--- config.mk ---
export PLATFORM = sky130hd
export DESIGN_NAME = pipe_hazard_ctrl
export DESIGN_NICKNAME = d
export VERILOG_FILES = /design/src/rtl/pipe_hazard_ctrl.sv
export SDC_FILE = /design/constraint.sdc
export NUM_CORES = 1
export LEC_CHECK = 0
export CELL_PAD_IN_SITES_DETAIL_PLACEMENT = 1
export CELL_PAD_IN_SITES_GLOBAL_PLACEMENT = 1
export CORE_AREA = 4 4 97 99
export DETAILED_ROUTE_END_ITERATION = 16
export DIE_AREA = 0 0 101 103
export PLACE_DENSITY = 0.89
export SLEW_MARGIN = 30
export SYNTH_ARGS = -nofsm -noshare
export SYNTH_HDL_FRONTEND = slang
export SYNTH_SLANG_ARGS = --single-unit
export TNS_END_PERCENT = 100
--- constraint.sdc ---
create_clock -name clk -period 1.9 [get_ports clk]
set_input_delay 0.285 -clock clk [delete_from_list [all_inputs] [get_ports clk]]
set_output_delay 0.285 -clock clk [all_outputs]
set_load 0.02 [all_outputs]
--- src/rtl/pipe_hazard_ctrl.sv ---
// Hazard/sequencing controller for the 5-stage RISC-V pipeline: forwarding, load-use,
// mispredict redirect and data-memory wait freeze. Define PERF_CNT_EN for perf counters.
module pipe_hazard_ctrl #(
    parameter int MEM_TIMEOUT = 16,
    parameter int CNT_W       = 32
) (
    input  logic             clk,
    input  logic             reset,
    input  logic [4:0]       rs1D,
    input  logic [4:0]       rs2D,
    input  logic [4:0]       rs1E,
    input  logic [4:0]       rs2E,
    input  logic [4:0]       rdE,
    input  logic [1:0]       ResultSrcE,
    input  logic             RegWriteM,
    input  logic [4:0]       rdM,
    input  logic             RegWriteW,
    input  logic [4:0]       rdW,
    input  logic             MemReqM,
    input  logic             dmem_ready,
    input  logic             BranchE,
    input  logic             JumpE,
    input  logic             TakenE,
    input  logic             PredTakenE,
    output logic             StallF,
    output logic             StallD,
    output logic             StallE,
    output logic             StallM,
    output logic             FlushD,
    output logic             FlushE,
    output logic [1:0]       ForwardAE,
    output logic [1:0]       ForwardBE,
    output logic             redirect,
    output logic             mem_err,
    output logic [CNT_W-1:0] br_cnt,
    output logic [CNT_W-1:0] mispred_cnt,
    output logic [CNT_W-1:0] stall_cnt
);

    typedef enum logic {RUN = 1'b0, MEM_WAIT = 1'b1} state_t;

    localparam logic [7:0] TMO_LAST = 8'(MEM_TIMEOUT - 1);

    state_t     state_q, state_d;
    logic [7:0] wait_cnt_q, wait_cnt_d;
    logic       mem_err_q, mem_err_d;

    logic       lw, mis, freeze;

    // Forwarding for both EX operands; x0 never matches, MEM wins over WB.
    logic [1:0][4:0] rs_e;
    logic [1:0][1:0] fwd_sel;
    assign rs_e[0] = rs1E;
    assign rs_e[1] = rs2E;

    genvar gi;
    generate
        for (gi = 0; gi < 2; gi++) begin : g_fwd
            assign fwd_sel[gi] = (RegWriteM && rdM != 5'd0 && rdM == rs_e[gi]) ? 2'b10 :
                                 (RegWriteW && rdW != 5'd0 && rdW == rs_e[gi]) ? 2'b01 :
                                                                                2'b00;
        end
    endgenerate

    assign ForwardAE = fwd_sel[0];
    assign ForwardBE = fwd_sel[1];

    assign lw     = (ResultSrcE == 2'b01) && (rdE != 5'd0) && ((rdE == rs1D) || (rdE == rs2D));
    assign mis    = (BranchE && (TakenE ^ PredTakenE)) || (JumpE && !PredTakenE);
    assign freeze = ((state_q == RUN) && MemReqM && !dmem_ready) ||
                    ((state_q == MEM_WAIT) && !dmem_ready && (wait_cnt_q < TMO_LAST));

    always_ff @(posedge clk) begin
        if (reset) begin
            state_q    <= RUN;
            wait_cnt_q <= 8'd0;
            mem_err_q  <= 1'b0;
        end else begin
            state_q    <= state_d;
            wait_cnt_q <= wait_cnt_d;
            mem_err_q  <= mem_err_d;
        end
    end

    always_comb begin
        state_d    = state_q;
        wait_cnt_d = wait_cnt_q;
        mem_err_d  = mem_err_q;
        case (state_q)
            RUN: begin
                if (MemReqM && !dmem_ready) begin
                    state_d    = MEM_WAIT;
                    wait_cnt_d = 8'd1;
                end
            end
            MEM_WAIT: begin
                if (dmem_ready) begin
                    state_d    = RUN;
                    wait_cnt_d = 8'd0;
                end else if (wait_cnt_q == TMO_LAST) begin
                    // Give up on the access: release the pipeline and latch the error.
                    state_d    = RUN;
                    wait_cnt_d = 8'd0;
                    mem_err_d  = 1'b1;
                end else begin
                    wait_cnt_d = wait_cnt_q + 8'd1;
                end
            end
            default: begin
                state_d    = RUN;
                wait_cnt_d = 8'd0;
            end
        endcase
    end

    // A mispredict seen during a freeze simply stays in EX until the freeze ends.
    always_comb begin
        StallF   = 1'b0;
        StallD   = 1'b0;
        StallE   = 1'b0;
        StallM   = 1'b0;
        FlushD   = 1'b0;
        FlushE   = 1'b0;
        redirect = 1'b0;
        if (reset) begin
            FlushD = 1'b1;
            FlushE = 1'b1;
        end else if (freeze) begin
            StallF = 1'b1;
            StallD = 1'b1;
            StallE = 1'b1;
            StallM = 1'b1;
        end else if (mis) begin
            redirect = 1'b1;
            FlushD   = 1'b1;
            FlushE   = 1'b1;
        end else if (lw) begin
            StallF = 1'b1;
            StallD = 1'b1;
            FlushE = 1'b1;
        end
    end

    assign mem_err = mem_err_q;

`ifdef PERF_CNT_EN
    localparam logic [CNT_W-1:0] CNT_ONE = CNT_W'(1);

    logic [CNT_W-1:0] br_cnt_q, br_cnt_d;
    logic [CNT_W-1:0] mispred_cnt_q, mispred_cnt_d;
    logic [CNT_W-1:0] stall_cnt_q, stall_cnt_d;
    logic             any_stall;

    assign any_stall = StallF || StallD || StallE || StallM;

    always_comb begin
        br_cnt_d      = br_cnt_q;
        mispred_cnt_d = mispred_cnt_q;
        stall_cnt_d   = stall_cnt_q;
        if (!freeze) begin
            if ((BranchE || JumpE) && br_cnt_q != '1)
                br_cnt_d = br_cnt_q + CNT_ONE;
            if (mis && mispred_cnt_q != '1)
                mispred_cnt_d = mispred_cnt_q + CNT_ONE;
        end
        // Stall cycles include freeze cycles, so this one ignores the freeze gate.
        if (any_stall && stall_cnt_q != '1)
            stall_cnt_d = stall_cnt_q + CNT_ONE;
    end

    always_ff @(posedge clk) begin
        if (reset) begin
            br_cnt_q      <= '0;
            mispred_cnt_q <= '0;
            stall_cnt_q   <= '0;
        end else begin
            br_cnt_q      <= br_cnt_d;
            mispred_cnt_q <= mispred_cnt_d;
            stall_cnt_q   <= stall_cnt_d;
        end
    end

    assign br_cnt      = br_cnt_q;
    assign mispred_cnt = mispred_cnt_q;
    assign stall_cnt   = stall_cnt_q;
`else
    assign br_cnt      = '0;
    assign mispred_cnt = '0;
    assign stall_cnt   = '0;
`endif

endmodule

==> summary.md <==
| Metric | Value |
|---|---|
| Worst min-delay path category | reg2reg |
| Clk_skew | ~0.0022 ns |
| CTS Sinks | 10 |
| Most common cell after layout, fill and taps aside | conb_1 |
| Min Tclk post-route | 1.98 ns |
| Vias per cell | around 3.6 |
| Die X | about 100 um |
| Ratio of final minimum period to clock period | 104% |
| Core Util, Final | just over 30% |
| Share of layout cells above drive strength 1 | 34.2% |
| GRT Resource Usage Total | between 8 and 9% |
| Core ar. | 8550 um2 |
| CTS Buffer Depth | 2 |
| Worst EP arrival | about 1.7 ns |
| Area Growth Syn to Fin | 54.2% |
| Global-route wire length before repair | 7280 um |
| GRT overflow | 0 |
| Synth Area in Compound Gates | between 10% and 20% |
| Syn_area_per_cell | 7.74 um2 |
| Synth Area in Adders | 0.748% |
| DRC Markers | 0 |
| FP Rows | 34 |
| Max cap viols | 0 |
| Final WL | 5100 um |
| Largest net degree at the start of global routing | 11 |
| Seq/Total Area, Yosys | a little under an eighth |
| Unrepaired setup endpoints after global routing | yes |
| Slew Limit Fails | 0 |
| IO Count | roughly 160 |
| Final HPWL DP | between 4000 and 5000 um |
| Placed Instances | approximately 420 |
| IO Port Bufs | 58 |
| EDFF count, synth | 0 |
| Setup WS post-layout | -0.0757 ns |
| Worst skew pair latency | between 0.2 and 0.25 ns |
| Worst Path Required | about 1.6 ns |
| Fillers | 1042 |
| Multiplexer share of the synthesized area | 0% |
| Final setup vio count | 4 |
| Largest family of logic cells by synthesized area | buffers and inverters |
| Most frequent cells in the layout | conb_1, buf_4, xor2_1, dlygate4sd2_1, clkdlybuf4s50_1 |
| Initial antenna violation count | 0 |
| Starting DRT DRC Count | 9 |
| Synth unique cells | 35 |
| Die Height | 103 um |
| Multi-input logic area | between 1000 and 1500 um2 |
| Vias in the first global route | around 1.6k |
| Highest Clock Rate | 0.506 GHz |
| Antenna Nets Post-Route | 0 |
| Drt pass-1 iters | 3 |
| Critical path launch point type | input port |
| #FFs+latches synth | 10 |
| Peak supply drop | roughly 0.14 mV |
| Setup CP Type | in2out |
| Gpl congestion | between 0.8 and 0.9 |
| CP Capture Type | primary output |
| Seq. cell area | 206 um2 |
| Worst-path clk slew | about 0.050 ns |
| H-tree levels | 1 |
| Starting density of the core | about 20% |
| Setup TNS | -0.155 ns |
| CTS Hold Bufs | 0 |
| Lkg Pwr | roughly 1.2 nW |
| Vias | 1519 |
| Root Buffer | clkbuf_8 |
| Die area | 10400 um2 |
| Post-detailed-route wirelength per cell | roughly 12 um |
| PwrDens | 382 nW/um2 |
| Post-synthesis cell count | about 220 |
| Final Hold Fails | 0 |
| Total power | roughly 0.001 W |
| Synth Area in XOR/XNOR | between 15 and 20% |
| Failing checks | negative setup slack |
| Crit-path max FO | 2 |
| TritonCTS clock tree | yes |
| Status | finished with violations |
| Non-filler instance count after layout | between 400 and 500 |
| Final hold slack | slightly below 0.5 ns |
| Yosys warns | 0 |
| # diodes | 0 |
| Post-synthesis cell area | 1670 um2 |
| Predominant post-synthesis flop cell | dfxtp_1 |
| Nets | 366 |
| Synth Area in Simple Gates | between 10% and 20% |
| Number of CTS-inserted buffers | 3 |
| Fraction of registers with async set/reset | 0% |
power breakdown:
part / internal (W) / switching (W)
clock network: 0.000139 / 0.0000875
registers: 0.000214 / 0.00000312
logic: 0.000199 / 0.000343
synthesized netlist by cell type (2+ instances only):
| master | number | area share [%] |
|---|---|---|
| nor3_1 | 3 | 0.90 |
| xor2_1 | 26 | 14 |
| and3_1 | 2 | 0.75 |
| or4_1 | 4 | 1.8 |
| nor4_1 | 3 | 1.1 |
| nand3_1 | 5 | 1.5 |
| inv_1 | 3 | 0.67 |
| xnor2_1 | 6 | 3.1 |
| nor2b_1 | 2 | 0.75 |
| or3_1 | 3 | 1.1 |
| nand2_1 | 2 | 0.45 |
| a22oi_1 | 3 | 1.3 |
| nor4_2 | 2 | 1.5 |
| buf_4 | 98 | 44 |
| o21ai_0 | 5 | 1.5 |
| nor2_1 | 14 | 3.1 |
| o21ai_2 | 2 | 1.0 |
| a21oi_1 | 7 | 2.1 |
| dfxtp_1 | 10 | 12 |
final cells by class:
type | count | area share [%]
clock buffer | 3 | 1.60
inverter | 3 | 0.436
multi-input combinational | 199 | 51.0
sequential | 10 | 8.00
tap | 108 | 5.24
timing repair buffer | 101 | 33.8
critical path, stage by stage:
cell     delay [ns]
buf_6          0.09
or4_4          0.53
o21ai_4        0.21
nor4_4         0.08
nor4_2         0.30
buf_4          0.19
metal layers:
layer / global-route usage [%] / vias up / routed length [um]
met1: 8.30 / 692 / 1650
met4: 3.07 / 0 / 59
met3: 1.96 / 5 / 498
met5: 0 / - / 0
li1: - / 729 / -
met2: 18.3 / 93 / 2890
flip-flops by register name, indices dropped and copies added (netlist names):
name,count
state_q,1
mem_err,1
wait_cnt_q,8
through the flow:
stage               setup slack, ns  area [um2]
finish                      -0.0757        2580
global route                 -0.114        2580
CTS                         -0.0966        2540
detailed placement           -0.924        2320
global placement             -0.864        2320
floorplan                    0.0222        2040
worst paths after layout:
check,start,to,slack (ns),cells after the start
worst min register to register,mem_err$_SDFFE_PP0P_,mem_err$_SDFFE_PP0P_,0.48,2
worst min-delay path,mem_err$_SDFFE_PP0P_,mem_err$_SDFFE_PP0P_,0.48,2
worst max register to register,wait_cnt_q[5]$_SDFFE_PP0P_,wait_cnt_q[5]$_SDFFE_PP0P_,0.32,7
worst max-delay path,rdM[2],ForwardAE[0],-0.08,6
logic make-up after synthesis:
group	after synthesis
buffers and inverters	102
and+or+nand+nor	43
xor gates and xnor gates	32
AOI/OAI and AO/OA	27
DFF	10
adders and majority gates	1
other	1
timing repair:
item / in CTS / in global routing
pin swaps: 25 / 14
endpoints found under the setup margin: 11 / 11
hold endpoints to repair: 0 / 0
buffers inserted: 3 / 0
resized for setup: 153 / 33
No activity file was read; power rests on OpenSTA's default activity.
